--- config.mk ---
export PLATFORM = sky130hd
export DESIGN_NAME = pc_sequencer
export DESIGN_NICKNAME = d
export VERILOG_FILES = /design/src/rtl/pc_sequencer.sv
export SDC_FILE = /design/constraint.sdc
export NUM_CORES = 1
export LEC_CHECK = 0
export ABC_AREA = 0
export BUFFER_PORTS_ARGS = -buffer_cell sky130_fd_sc_hd__buf_2
export CAP_MARGIN = 20
export CORE_MARGIN = 3
export CORE_UTILIZATION = 51
export CTS_BUF_LIST = sky130_fd_sc_hd__clkbuf_4
export CTS_CLUSTER_SIZE = 40
export DETAILED_ROUTE_END_ITERATION = 7
export PLACE_DENSITY = 0.74
export SYNTH_ARGS = -nofsm -noshare
export SYNTH_HDL_FRONTEND = slang
export SYNTH_SLANG_ARGS = --single-unit
--- constraint.sdc ---
create_clock -name clk -period 2.6 [get_ports clk]
set_input_delay 0.65 -clock clk [delete_from_list [all_inputs] [get_ports clk]]
set_output_delay 0.65 -clock clk [all_outputs]
set_load 0.03 [all_outputs]
--- src/rtl/pc_sequencer.sv ---
// Next-PC controller for the fetch stage: owns the PC and picks hold, sequential,
// branch, interrupt entry, return-from-interrupt or halt each cycle.
module pc_sequencer #(
  parameter logic [31:0] RESET_PC   = 32'h20,
  parameter logic [31:0] PC_STEP    = 32'h2,
  parameter logic [31:0] INT_VECTOR = 32'h0
) (
  input  logic        clk,
  input  logic        reset,
  input  logic        stall,
  input  logic        branchTaken,
  input  logic [31:0] branchTarget,
  input  logic        intReq,
  input  logic        retInt,
  input  logic        haltReq,
  output logic [31:0] pc,
  output logic        pcValid,
  output logic        intAck,
  output logic [31:0] epc,
  output logic        inIsr,
  output logic [1:0]  state
);

  typedef enum logic [1:0] {
    BOOT = 2'd0,
    RUN  = 2'd1,
    INTE = 2'd2,
    HALT = 2'd3
  } state_t;

  state_t      state_q, state_d;
  logic [31:0] pc_q, pc_d;
  logic [31:0] epc_q, epc_d;
  logic        in_isr_q, in_isr_d;
  logic        int_ack_q;
  logic [31:0] pc_inc;

  assign pc_inc = pc_q + PC_STEP;

  always_ff @(posedge clk or posedge reset) begin
    if (reset) begin
      state_q   <= BOOT;
      pc_q      <= RESET_PC;
      epc_q     <= 32'h0;
      in_isr_q  <= 1'b0;
      int_ack_q <= 1'b0;
    end else begin
      state_q   <= state_d;
      pc_q      <= pc_d;
      epc_q     <= epc_d;
      in_isr_q  <= in_isr_d;
      int_ack_q <= (state_d == INTE);
    end
  end

  always_comb begin
    state_d  = state_q;
    pc_d     = pc_q;
    epc_d    = epc_q;
    in_isr_d = in_isr_q;
    case (state_q)
      BOOT: state_d = RUN;
      RUN: begin
        if (stall) begin
          state_d = RUN;
        end else if (retInt && in_isr_q) begin
          pc_d     = epc_q;
          in_isr_d = 1'b0;
        end else if (intReq && !in_isr_q) begin
          // Return address is where execution would have gone this cycle.
          epc_d    = branchTaken ? branchTarget : pc_inc;
          pc_d     = INT_VECTOR;
          in_isr_d = 1'b1;
          state_d  = INTE;
        end else if (branchTaken) begin
          pc_d = branchTarget;
        end else if (haltReq) begin
          pc_d    = pc_inc;
          state_d = HALT;
        end else begin
          pc_d = pc_inc;
        end
      end
      INTE: state_d = RUN;
      HALT: begin
        if (intReq && !in_isr_q) begin
          epc_d    = pc_q;
          pc_d     = INT_VECTOR;
          in_isr_d = 1'b1;
          state_d  = INTE;
        end
      end
      default: state_d = BOOT;
    endcase
  end

  assign pc      = pc_q;
  assign pcValid = (state_q == RUN);
  assign intAck  = int_ack_q;
  assign epc     = epc_q;
  assign inIsr   = in_isr_q;
  assign state   = state_q;

endmodule

# Word-level counts from Yosys, hierarchy flattened

Index checks and enable logic that the tools add are counted.
W data, S select, Z words.

Add/subtract/negate cells: 1
Shift operators: 0
Muxes and demuxes: 22
Div/mod/pow operators: 0
Equality and inequality tests: 8
Multipliers: 0
Bitwise gates (word level): 0
Reductions and logical operators: 9
$lt $le $gt $ge: 0

Operator list:

| operator                | count |
|---|---|
| $mux W32                | 9 |
| $pmux W32 S2            | 2 |
| $add A32 B2 Y32 const B | 1 |
| $mux W2                 | 6 |
| $eq A2 B2 Y1 const B    | 3 |
| $ne A2 B2 Y1 const B    | 3 |
| $pmux W2 S3             | 1 |
| $reduce_and A5 Y1       | 1 |
| $mux W1                 | 3 |
| $reduce_and A3 Y1       | 1 |
| $eq A2 B1 Y1 const B    | 1 |
| $logic_and A1 B1 Y1     | 2 |
| $logic_not A2 Y1        | 1 |
| $ne A2 B1 Y1 const B    | 1 |
| $pmux W1 S2             | 1 |
| $reduce_and A2 Y1       | 1 |
| $reduce_bool A2 Y1      | 1 |
| $reduce_or A2 Y1        | 1 |
| $logic_not A1 Y1        | 1 |

ROM bits: 0
Bits in registers: 68
Output and inout bits: 69
Bits in writable memories: 0
Memories kept: 0
Bits of input ports: 39
Latch bits: 0

# Longest topological paths before layout

Word-level depth: 7
Gate-level depth with buffers: 8
Mapped depth without buffers: 6

# Least setup slack after synthesis

OpenSTA, ideal clock, no wires.

Path kind: register -> register
Start point: register state_q[0], in the netlist state[0]
End point: register pc_q[13], in the netlist pc[13]
Library setup time: 0.083 ns
Stages on the path, launching flop included: 7
Data arrival time: 2.201 ns
Buffers on the path: 1
Path slack: 0.316 ns
Period minus slack after synthesis: 2.284 ns
Cell sequence: dfrtp_1 > nor2b_1 > nand2b_1 > nor3_2 > buf_2 > o21ai_0 > o21ai_0

Longest elaborated chain between the ends: 3
Elaborated cells between the ends (all ways): 7

RTL lines:

| item                                                                       | RTL line | RTL |
|---|---|---|
| start, declared                                                            | 31       | `state_t state_q, state_d;` |
| start signal, assigned                                                     | 48       | `state_q <= state_d;` |
| $eq A2 B1 Y1 (*)                                                           | --       |  |
| via pcValid                                                                | 17       | `output logic pcValid,` |
| $ne A2 B2 Y1 (no source line) / $reduce_bool A2 Y1 (equally long branches) | --       |  |
| $reduce_and A3 Y1 (no source line)                                         | --       |  |
| end signal, assigned                                                       | 49       | `pc_q <= pc_d;` |
| end, declared                                                              | 32       | `logic [31:0] pc_q, pc_d;` |

The timed path passes the listed nets; every way through them passes the cells marked *.
A chain may end at the register's enable or synchronous reset.

# Worst setup path in the final report

Start point: register pc_q[1], in the netlist pc[1]
End point: register pc_q[21], in the netlist pc[21]

Longest elaborated chain between the ends: 6

RTL lines:

| item            | RTL line | RTL |
|---|---|---|
| $add A32 B2 Y32 | 38       | `assign pc_inc = pc_q + PC_STEP;` |
| $mux W32        | 75       | `end else if (branchTaken) begin` |
| $mux W32        | 69       | `end else if (intReq && !in_isr_q) begin` |
| $mux W32        | 66       | `end else if (retInt && in_isr_q) begin` |
| $mux W32        | 64       | `if (stall) begin` |
| $pmux W32 S2    | 61       | `case (state_q)` |

No other way between the ends. The select of a mux whose other input is x is not followed.

==> results.md <==
- Placed cells: roughly 730
- DR vias/cell: 6.38
- Reg2reg end: pc[21]$_DFFE_PP0P_
- Final hold viol count: 0
- CP startpoint kind: flop
- Postcts setup bufs: 0
- Worst path max stage delay: 0.55 ns
- Drt pass-1 iters: 5
- Compound-Gate Fraction of Synth Area: 26.3%
- Sw Share: a little over half
- RSZ-0062 raised after global routing: no
- Row cnt: 33
- Number of synthesized flops with an enable pin: 0
- I/O pin count: 108
- Worst Skew: approximately 0.013 ns
- Worst-path clk slew: between 0.1 and 0.15 ns
- First-iteration detailed-routing DRC count: 373
- Post-synthesis adder-cell area fraction: 0.549%
- CP top delay family: simple AND/OR/NAND/NOR gates
- Syn Area/Cell: 8.39 µm²
- GPL Wtd Cong: about 0.94
- Peak VDD IR: 603 µV
- Synth cell types: 59
- Nets: 681
- H-tree depth: 3
- Initial antenna violation count: 0
- Comb pwr share: 56.0%
- Total negative slack: 0 ns
- Cts bufs inserted: 9
- Final Max Tran Viols: 0
- Max Clock Freq: approximately 440 MHz
- Post-route ant nets: 0
- Pint: 0.00307 W
- Leakage power: 2.49 nW
- Top FF cell, synth: dfrtp_1
- Leading area contributor after synthesis: dfrtp_1
- Seq/Total Area, Yosys: a little under two fifths
- Pin count of the biggest net entering global routing: 42
- Max-cap violations: 0
- Slowest cell on the critical path: dfrtp_1
- Layout Cells excl Fill: roughly 750
- First-pass GRT wire length: about 24,000 µm
- DIE WIDTH: 101 µm
- Worst path bufs/invs: 0
- Setup Crit Path Kind: reg2reg
- Fin crit share: 86.5%
- Total Routing Usage GR: 29.4%
- Clock sink count: 68
- P_sw: 0.00359 W
- Mux share of post-synthesis cell area: under 10%
- Syn Inst Count: between 500 and 600
- Post-synthesis xor/xnor area fraction: under 10%
- R2r startpoint: pc[1]$_DFFE_PP0P_
- CTS tree: done
- Min cycle time layout: 2.25 ns
- Post-Synth Simple-Gate Area: 23.4%
- CP required: 2.91 ns
- Vias in the first global route: 4,559
- Slew headroom: 51.1%
- Synth async-reset ratio: 100%
- Syn_nets: ~580
- Sequential power share: 33.6%
- Critical Path End Type: flop
- Critical Path AT: 2.56 ns
- Overflow after GRT: 0
- Port Buffer Count: roughly 110
- Share of cells above drive strength 1: between 20% and 30%
- Synth top area cells: dfrtp_1, nor2_1, o21ai_0
- Via Count: ~4,800
- Worst Tran Pin Value: 0.731 ns
- Area Growth Syn to Fin: 18.0%
- Crit Path Max Fanout: 9
- Clk network pwr share: between 10% and 20%
- DIE AREA: about 0.010 mm²
- Critical path depth: 6
- Post_cts resized: 0
- Die H: 101 µm
- Worst-case reg-to-reg path depth: 6
- Largest family of logic cells by synthesized area: compound AO/OA/AOI/OAI gates
- Routed wire length: 14,500 µm
- PwrDens: roughly 1200 mW/mm²
- Later-pin clock latency in the skew report: roughly 0.42 ns
- Initial Util: 54.1%
- Yosys warning count: 0
- DP Wirelength: 10,100 µm
- Residual DRC: 0
- Hold crit path type: in2async
- Worst Setup EP: pc[21]$_DFFE_PP0P_
- CTS Root Buffer Type: clkbuf_4
- Worst-case clock buffer depth: 2
- Ant diodes: 0
- Outcome: completed
- Crit-path cells: ha_1, nand3_1, nor4_4, and4_1, nor4_1, a221o_1
- Crit. Startpoint: pc[1]$_DFFE_PP0P_
- Top cell type's share of synthesized area: between 30% and 40%
- Wirelength per Cell: 19.4 µm
- Yosys reg bits: 68
- Hold buffers post-CTS: 0
- R2R Setup Slk: 0.35 ns
- Post-Syn Area: 0.00455 mm²
- Core area: between 0.008 and 0.009 mm²
- Setup violations, final: 0
[worst min-delay path by stage]
stage,startpoint,endpoint,slack (ns),cells past startpoint
after floorplan,pc[5]$_DFFE_PP1P_,pc[5]$_DFFE_PP1P_,0.59,2
after global placement,epc[1]$_DFFE_PP0P_,epc[1]$_DFFE_PP0P_,0.49,2
after detailed placement,epc[15]$_DFFE_PP0P_,epc[15]$_DFFE_PP0P_,0.50,2
after CTS,reset,pc[22]$_DFFE_PP0P_,0.22,2
after global routing,reset,pc[22]$_DFFE_PP0P_,0.22,2
final,reset,pc[22]$_DFFE_PP0P_,0.21,2
[logic make-up (layout without fill, tap and decap cells)]
family,Yosys count,in the layout
AND/OR/NAND/NOR,201,201
AO/OA/AOI/OAI,178,178
flip-flops,68,68
buffers and inverters,61,162
XOR/XNOR,19,19
multiplexers,14,14
adder cells (fa/ha/maj),2,2
[power by group through the flow]
| stage | Combinational (W) | Sequential [W] | Clock, W |
|---|---|---|---|
| 2_1_floorplan | 0.00177 | 0.00295 | 0 |
| 3_3_place_gp | 0.00363 | 0.00221 | 0 |
| 3_5_place_dp | 0.00370 | 0.00224 | 0 |
| 4_1_cts | 0.00371 | 0.00222 | 0.000697 |
| 5_1_grt | 0.00402 | 0.00233 | 0.000742 |
| 6_report | 0.00373 | 0.00224 | 0.000688 |
[state kept, by name, summed over array words and instances, names as in the netlist]
name	count
epc	32
inIsr	1
intAck	1
pc	32
state	2
[cell type report]
type / count / area (µm²)
Inverter: 11 / 41.3
Multi-Input combinational cell: 414 / 2600
Tap cell: 105 / 131
Clock inverter: 6 / 56.3
Timing Repair Buffer: 136 / 778
Fill cell: 747 / 3050
Sequential cell: 68 / 1700
Clock buffer: 9 / 67.6
[cell usage after synthesis (all sizes together) (12+ instances only)]
cell / instances
a21oi: 31
nand3: 22
a22oi: 23
o21ai: 41
mux2i: 12
clkbuf: 32
nand2: 54
nand4: 18
dfrtp: 67
nand2b: 14
nor2: 55
buf: 18
[routing by layer]
metal | wire [µm] | part of all wire [%] | vias to the layer above | GRT usage, %
li1 | - | - | 2218 | -
met1 | 6150 | 42 | 2312 | 40.0
met2 | 7020 | 48 | 225 | 47.1
met3 | 1140 | 7.8 | 23 | 5.33
met4 | 219 | 1.5 | 0 | 10.3
met5 | 0 | 0 | - | 0
[cell usage in the layout, fill, tap and decap left out, types with 7 or more instances in the layout]
cell,count
a22oi_1,23
nand4_1,15
mux2i_1,12
xnor2_1,8
o21ai_0,41
dfrtp_1,67
a221oi_1,9
nor2_1,55
a211oi_1,7
o31ai_1,11
o211ai_1,11
nand3_1,22
inv_1,10
a21oi_1,30
xor2_1,11
clkbuf_4,9
buf_2,107
nand2b_1,14
nand2_1,54
buf_4,27
a31oi_1,10
[stage by stage]
stage | total power [W] | cell area [µm²] | util [%] | worst slack, ns | hold WS (ns)
floorplan | 0.00472 | 4550 | - | 0.240 | 0.592
global placement | 0.00584 | 5250 | 62.4 | 0.426 | 0.486
detailed placement | 0.00594 | 5250 | 62.4 | 0.386 | 0.495
CTS | 0.00663 | 5380 | 63.8 | 0.366 | 0.216
global route | 0.00709 | 5380 | 63.8 | 0.203 | 0.221
finish | 0.00666 | 5380 | 63.8 | 0.351 | 0.212
(Power assumes the default switching activity.)
